===== config.mk =====
export PLATFORM = sky130hd
export DESIGN_NAME = alu8_issue
export DESIGN_NICKNAME = d
export VERILOG_FILES = /design/src/rtl/alu8_issue.sv
export SDC_FILE = /design/constraint.sdc
export NUM_CORES = 1
export LEC_CHECK = 0
export BUFFER_PORTS_ARGS = -buffer_cell sky130_fd_sc_hd__clkbuf_2
export CAP_MARGIN = 20
export CELL_PAD_IN_SITES_DETAIL_PLACEMENT = 1
export CELL_PAD_IN_SITES_GLOBAL_PLACEMENT = 1
export CORE_ASPECT_RATIO = 1.75
export CORE_UTILIZATION = 40
export DETAILED_ROUTE_END_ITERATION = 12
export MAX_ROUTING_LAYER = met4
export PLACE_DENSITY_LB_ADDON = 0.08
export SETUP_SLACK_MARGIN = 0.5
export SLEW_MARGIN = 20
export SYNTH_ARGS = -nofsm -noshare
export SYNTH_HDL_FRONTEND = slang
export SYNTH_SLANG_ARGS = --single-unit

===== constraint.sdc =====
create_clock -name clk -period 2.3 [get_ports clk]
set_input_delay 0.575 -clock clk [delete_from_list [all_inputs] [get_ports clk]]
set_output_delay 0.575 -clock clk [all_outputs]
set_load 0.01 [all_outputs]

===== src/rtl/alu8_issue.sv =====
// alu8_issue: command FIFO and issue stage feeding a combinational alu8, with a registered result port.
// Optional macro ALU8_ISSUE_ACC_EN adds an accumulator so a command can take the previous result as A.
module alu8_issue #(
    parameter int DEPTH = 4
) (
    input  logic                     clk,
    input  logic                     rst,
    input  logic                     cmd_valid,
    output logic                     cmd_ready,
    input  logic [2:0]               cmd_sel,
    input  logic [7:0]               cmd_a,
    input  logic [7:0]               cmd_b,
    input  logic                     cmd_acc,
    output logic [7:0]               alu_a,
    output logic [7:0]               alu_b,
    output logic [2:0]               alu_sel,
    input  logic [7:0]               alu_y,
    output logic                     res_valid,
    input  logic                     res_ready,
    output logic [7:0]               res_data,
    output logic [2:0]               res_sel,
    output logic [$clog2(DEPTH):0]   count,
    output logic                     busy
);
    localparam int AW = $clog2(DEPTH);
    localparam int CW = AW + 1;

    logic [7:0]    r_a   [DEPTH];
    logic [7:0]    r_b   [DEPTH];
    logic [2:0]    r_sel [DEPTH];
    logic [AW-1:0] r_wp, r_rp;
    logic [CW-1:0] r_count;
    logic          r_res_valid;
    logic [7:0]    r_res_data;
    logic [2:0]    r_res_sel;
    logic          w_push, w_issue, w_nonempty;
    logic [7:0]    w_head_a;

    assign w_nonempty = !rst && r_count != '0;
    assign cmd_ready  = !rst && r_count < CW'(DEPTH);
    assign w_push     = cmd_valid && cmd_ready;
    assign w_issue    = w_nonempty && (!r_res_valid || res_ready);

`ifdef ALU8_ISSUE_ACC_EN
    logic       r_accf [DEPTH];
    logic [7:0] r_acc;
    assign w_head_a = r_accf[r_rp] ? r_acc : r_a[r_rp];
    always_ff @(posedge clk) begin
        if (rst)
            r_acc <= '0;
        else if (w_issue)
            r_acc <= alu_y;
        if (w_push)
            r_accf[r_wp] <= cmd_acc;
    end
`else
    logic w_unused;
    assign w_unused = cmd_acc;
    assign w_head_a = r_a[r_rp];
`endif

    assign alu_a     = w_nonempty ? w_head_a : '0;
    assign alu_b     = w_nonempty ? r_b[r_rp] : '0;
    assign alu_sel   = w_nonempty ? r_sel[r_rp] : '0;
    assign res_valid = r_res_valid;
    assign res_data  = r_res_data;
    assign res_sel   = r_res_sel;
    assign count     = r_count;
    assign busy      = !rst && (r_count != '0 || r_res_valid);

    // Storage is not reset; occupancy alone decides what is meaningful.
    always_ff @(posedge clk) begin
        if (w_push) begin
            r_a[r_wp]   <= cmd_a;
            r_b[r_wp]   <= cmd_b;
            r_sel[r_wp] <= cmd_sel;
        end
    end

    always_ff @(posedge clk) begin
        if (rst) begin
            r_wp        <= '0;
            r_rp        <= '0;
            r_count     <= '0;
            r_res_valid <= 1'b0;
            r_res_data  <= '0;
            r_res_sel   <= '0;
        end else begin
            r_count <= r_count + CW'(w_push) - CW'(w_issue);
            if (w_push)
                r_wp <= r_wp + 1'b1;
            if (w_issue) begin
                r_rp        <= r_rp + 1'b1;
                r_res_data  <= alu_y;
                r_res_sel   <= r_sel[r_rp];
                r_res_valid <= 1'b1;
            end else if (res_ready) begin
                r_res_valid <= 1'b0;
            end
        end
    end
endmodule

# Word level (Yosys, flattened, before mapping)

Memories as Yosys holds them, arrays and structs flattened. A register that Yosys moved wholly into a read port is not among the register bits.
Index checks and enable logic that the tools add are counted.

Flip-flop bits (word level): 19
Memory bits (writable): 76
Input bits: 32
Output and inout port bits: 36
Word-level logic and storage cells: 38
Memories kept: 3

$add $sub $neg: 4
$lt $le $gt $ge: 1
Muxes and demuxes: 13
Reduce and logical (&&, ||, !) cells: 11

Memory list:

| memory | words | bits a word | read ports | clocked after Yosys merged registers in | wr ports | RTL line | text |
|---|---|---|---|---|---|---|---|
| r_a    | 4     | 8           | 1          | 1                                       | 1        | 28       | `logic [7:0] r_a [DEPTH];` |
| r_b    | 4     | 8           | 1          | 1                                       | 1        | 29       | `logic [7:0] r_b [DEPTH];` |
| r_sel  | 4     | 3           | 1          | 1                                       | 1        | 30       | `logic [2:0] r_sel [DEPTH];` |

Operators by type and width:

| cell                  | number |
|---|---|
| $mux W8               | 2 |
| $mux W2               | 6 |
| $logic_and A1 B1 Y1   | 5 |
| $add A2 B1 Y2 const B | 2 |
| $mux W1               | 4 |
| $add A3 B1 Y3         | 1 |
| $lt A3 B3 Y1 const B  | 1 |
| $mux W3               | 1 |
| $reduce_bool A3 Y1    | 1 |
| $sub A3 B1 Y3         | 1 |
| $logic_not A1 Y1      | 2 |
| $logic_or A1 B1 Y1    | 2 |
| $reduce_bool A2 Y1    | 1 |

# Logic depth before layout (Yosys ltp)

Word-level depth: 5
Gate-level depth with buffers: 9

# Least setup slack after synthesis

No wires, ideal clock.

Path type: input port to flip-flop
Start: in rst
End: reg r_count[2], in the netlist count[2]
Setup time: 128 ps
Data arrival time: 2,207 ps
Required time: 2,172 ps
Setup slack: -35 ps
Stages: 9
Path buffers: 1
Cells stage by stage: buf_2 nor3b_2 inv_1 ha_1 inv_1 ha_1 fa_1 xnor2_1 nor2_1

Longest elaborated chain between the ends: 5

RTL lines:

| item                   | RTL line | text |
|---|---|---|
| start: declaration     | 7        | `input logic rst,` |
| $logic_not A1 Y1       | 39, 40   |  |
| $logic_and A1 B1 Y1    | 40       | `assign cmd_ready = !rst && r_count < CW'(DEPTH);` |
| $logic_and A1 B1 Y1    | 41       | `assign w_push = cmd_valid && cmd_ready;` |
| $add A3 B1 Y3          | 89       | `r_count <= r_count + CW'(w_push) - CW'(w_issue);` |
| $sub A3 B1 Y3          | 89       |  |
| end signal: assignment | 89       |  |
| end: declaration       | 32       | `logic [CW-1:0] r_count;` |

Parallel ways exist; a longest one is shown, timed or not.
A chain may end at the register's enable or synchronous reset.

==> summary by stage <==
Outcome
The flow ran to the end, and the final reports show no timing, DRC or antenna violations.

Power and ir drop
The leakage power is 1.922 nW. Across the VDD grid, the largest voltage drop is 0.6098 mV. The power density over the cells is between 1000 and 1500 nW/µm².

Layout
The multi-input combinational cells in the finished layout cover a total of 1194 µm². The synthesis-to-layout area growth is 34.39%. The final antenna diode count is 0.

The count of nets after finishing is ~350. With fillers left out, the area of the finished cells amounts to 5182 µm². The area taken by flip-flops and latches is roughly 2700 µm². In the layout the commonest cells are sky130_fd_sc_hd__edfxtp_1, sky130_fd_sc_hd__clkbuf_2, sky130_fd_sc_hd__buf_6. Counting the fill cells in the layout gives 912. For this run, the number of standard cells in the final layout without fillers is between 400 and 500. The commonest non-fill, non-tap cell in the layout is sky130_fd_sc_hd__edfxtp_1. In the final layout, the share of cells above drive strength 1 is 0.5449.

Placed design
The number of cells after detailed placement is 410. The HPWL after detailed placement is 5305 µm. At the end of routability-driven placement, the weighted congestion stood at 0.6778. The cell area after placement is 4559 µm². The count of buffers inserted at the top-level ports is 66.

STA
The peak clock frequency supported by timing is 438.3 MHz. The count of final max-slew check failures is 0. The final setup violation count is 0. The transition at the pin with the smallest max-transition slack is 286.4 ps. The worst pin sits at a relative slew slack of 0.8066.

The clock period could shrink to 2282 ps. Setup repair after global routing could not meet its margin everywhere. The hold slack is approximately 450 ps. The count of final hold-check violations is 0.

The worst clock skew is 5.737 ps. The final-layout setup total negative slack is 0 ps. The ratio of final minimum period to clock period is 0.9920.

Logic synthesis
In the synthesized netlist the dominant register cell turns out to be sky130_fd_sc_hd__edfxtp_1. For this run, the register share of the synthesized area comes to 0.7008. The proportion of netlist area held by the largest area contributor is 0.5918.

Of the total synthesized cell area, the portion taken by XOR and XNOR cells is 0.006814. Counting flops with a built-in enable in the synthesized netlist gives 76. The synthesized-area fraction occupied by adder cells is 0.02466.

The basic-gate share of the synthesized area counting and, or, nand and nor cells is 0.08631. The average instance in the mapped netlist occupies 17.69 µm². Yosys attributes the largest share of cell area to sky130_fd_sc_hd__edfxtp_1, sky130_fd_sc_hd__dfxtp_1, sky130_fd_sc_hd__mux4_2, sky130_fd_sc_hd__and3_1, sky130_fd_sc_hd__mux2_2. The number of nets in the synthesized netlist is approximately 260. The area of the mapped netlist is 3856 µm². After synthesis the netlist holds a flip-flop and latch count of 97.

Synthesis handed over a netlist of 218 instances. The share of async-settable or async-resettable flops after synthesis is 0. The compound-gate portion of the synthesized area came to 0.01720.

The cell type contributing the most total cell area after synthesis is sky130_fd_sc_hd__edfxtp_1. The multiplexer share of the synthesized area is 0.1372. After synthesis, the largest family of logic cells by area is multiplexers. Synthesis instantiated 29 different standard cells from the library.

The number of warnings reported in the yosys synthesis log is 0.

Route
The count of unresolved DRC violations after routing is 0. The first detailed-routing pass took 4 iterations. After detailed routing, the average wire length per cell comes to between 20 and 25 µm. The total via count in the routed design is 2,256. The sum of routed wire length over all layers is 8703 µm. The antenna violation net count after detailed routing is 0.

The detailed router finished its first iteration with 60 violations. The via-per-instance ratio is 5.198.

Worst setup path
Data on the critical path is required at its endpoint by about 1700 ps. The maximum fanout count along the critical path is 6. The category of the worst setup path capture point is an output pin. Walking the worst path, the cells encountered are buf_12, mux4_2, and3_4, buf_6. The critical path buffer and inverter count is 2. The slowest cell on the critical path is sky130_fd_sc_hd__mux4_2. Grouping stages by cell kind, the critical path spends the most delay in multiplexers. The delay of the slowest cell on the worst path is 500 ps. The critical path in this run is classified as flip-flop to output pin.

The worst endpoint data arrival time is 1710 ps. The launching element type of the critical path is a flip-flop.

Global route
The via count of the first global-routing pass is between 2,000 and 3,000. Entering global routing, the biggest net connects 31 pins. In the global route stage, overall resource usage came out at 0.1840. The number of antenna violations at the first check in global routing came to 0.

The total congestion overflow after global routing is 0. The wire length of the first global-routing pass is 13,230 µm.

Die
The core region is approximately 9400 µm². The die height is 131.9 µm. The I/O pin count is 68. The initial standard-cell utilization of the core is 0.4098.

In this run the horizontal extent of the chip is 76.22 µm. The number of cell rows is 47. The die covers between 10,000 and 15,000 µm².

Clocking
After clock tree synthesis, the clock-pin slew on the worst setup and hold paths is 60 ps. In this run, CTS created clock tree buffers numbering 9. The cell sitting at the root of the clock tree is a sky130_fd_sc_hd__clkbuf_16. The clock reaches the later pin of the worst-skew pair after 340 ps. TritonCTS built the clock tree. The number of sinks handled by clock tree synthesis is 97. The H-tree was split into 3 levels. For this design, the CTS-stage hold fixing added 0 buffers. The buffer levels on the longest clock path is 2.

Min path
The worst hold path class is primary input to flip-flop.

Run
The number of maximum-capacitance violations is 0.
-- worst register-to-register path, stage by stage, from the launching register on --
cell and delay (ps):
sky130_fd_sc_hd__dfxtp_4 350, sky130_fd_sc_hd__buf_6 120, sky130_fd_sc_hd__nor3_4 240, sky130_fd_sc_hd__nor3_4 60, sky130_fd_sc_hd__ha_1 280, sky130_fd_sc_hd__inv_2 40, sky130_fd_sc_hd__ha_4 150, sky130_fd_sc_hd__fa_2 510
sky130_fd_sc_hd__nor2b_4 120
-- routing by layer --
metal,global-route usage,share of wire,vias to the layer above
li1,-,-,1024
met5,-,0,-
met1,0.1763,0.34,1166
met4,0.07051,0.012,0
met2,0.3544,0.61,60
met3,0.03322,0.036,6
-- final cells by class --
cell class	instances	share of cell area
clock buffer	9	0.04346
clock inverter	6	0.01304
inverter	8	0.005794
multi-input combinational	101	0.2303
sequential	97	0.5239
tap	122	0.02945
timing repair buffer	91	0.1540
-- final timing paths --
| check | depth (start not counted) | slack, ps | startpoint | endpoint |
|---|---|---|---|---|
| setup / recovery | 4 | 20 | flip-flop | alu_b[2] |
| hold reg to reg | 2 | 490 | res_sel[2] | res_sel[2] |
| setup reg to reg | 8 | 380 | count[0] | count[1] |
| hold / removal | 1 | 450 | cmd_b[1] | r_b[2][1] |
-- state kept, by name (all words and copies together), names as in the netlist, named ones only --
signal     flops
res_data       8
r_a           32
r_rp           2
res_valid      1
r_sel         12
count          3
r_b           32
r_wp           2
res_sel        3
-- metrics by stage --
step	power (W)	setup slack (ps)	util
3_5_place_dp	0.003716	137.9	0.4846
5_1_grt	0.005978	-36.09	0.5508
2_1_floorplan	0.003174	143.3	-
3_3_place_gp	0.003674	159.0	0.4846
4_1_cts	0.005393	-33.95	0.5258
6_report	0.005721	18.42	0.5508
-- synth_stat cells, types with 4 or more instances --
cell type                   n
sky130_fd_sc_hd__dfxtp_1   21
sky130_fd_sc_hd__nor2b_1   11
sky130_fd_sc_hd__ha_1       6
sky130_fd_sc_hd__edfxtp_1  76
sky130_fd_sc_hd__nand2_1    7
sky130_fd_sc_hd__and2_1     4
sky130_fd_sc_hd__and3_1    19
sky130_fd_sc_hd__nand4_1    5
sky130_fd_sc_hd__mux4_2    16
sky130_fd_sc_hd__buf_2      4
sky130_fd_sc_hd__clkbuf_1   6
sky130_fd_sc_hd__inv_1      8
sky130_fd_sc_hd__mux2_2     8
-- cells by family (layout without fill, tap and decap cells) --
family | count (synthesis) | count (layout)
AOI/OAI and AO/OA | 10 | 10
xor gates and xnor gates | 3 | 3
adders and majority gates | 7 | 7
buffers and inverters | 20 | 114
DFF | 97 | 97
muxes | 27 | 27
and+or+nand+nor | 54 | 54
-- report_power, final --
part	internal, W	switching [W]	leakage [nW]
Sequential	0.00209	0.000126	0.864
Clock	0.000842	0.000632	0.138
Combinational	0.00116	0.000874	0.920
-- what timing repair did --
| item | CTS | global route |
|---|---|---|
| gates resized for setup | 21 | 49 |
| pin swaps | 9 | 17 |
| endpoints found under the setup margin | 22 | 23 |
| gates cloned | 1 | 2 |
| buffers inserted | 2 | 4 |
Power figures use the tool's default switching activity.
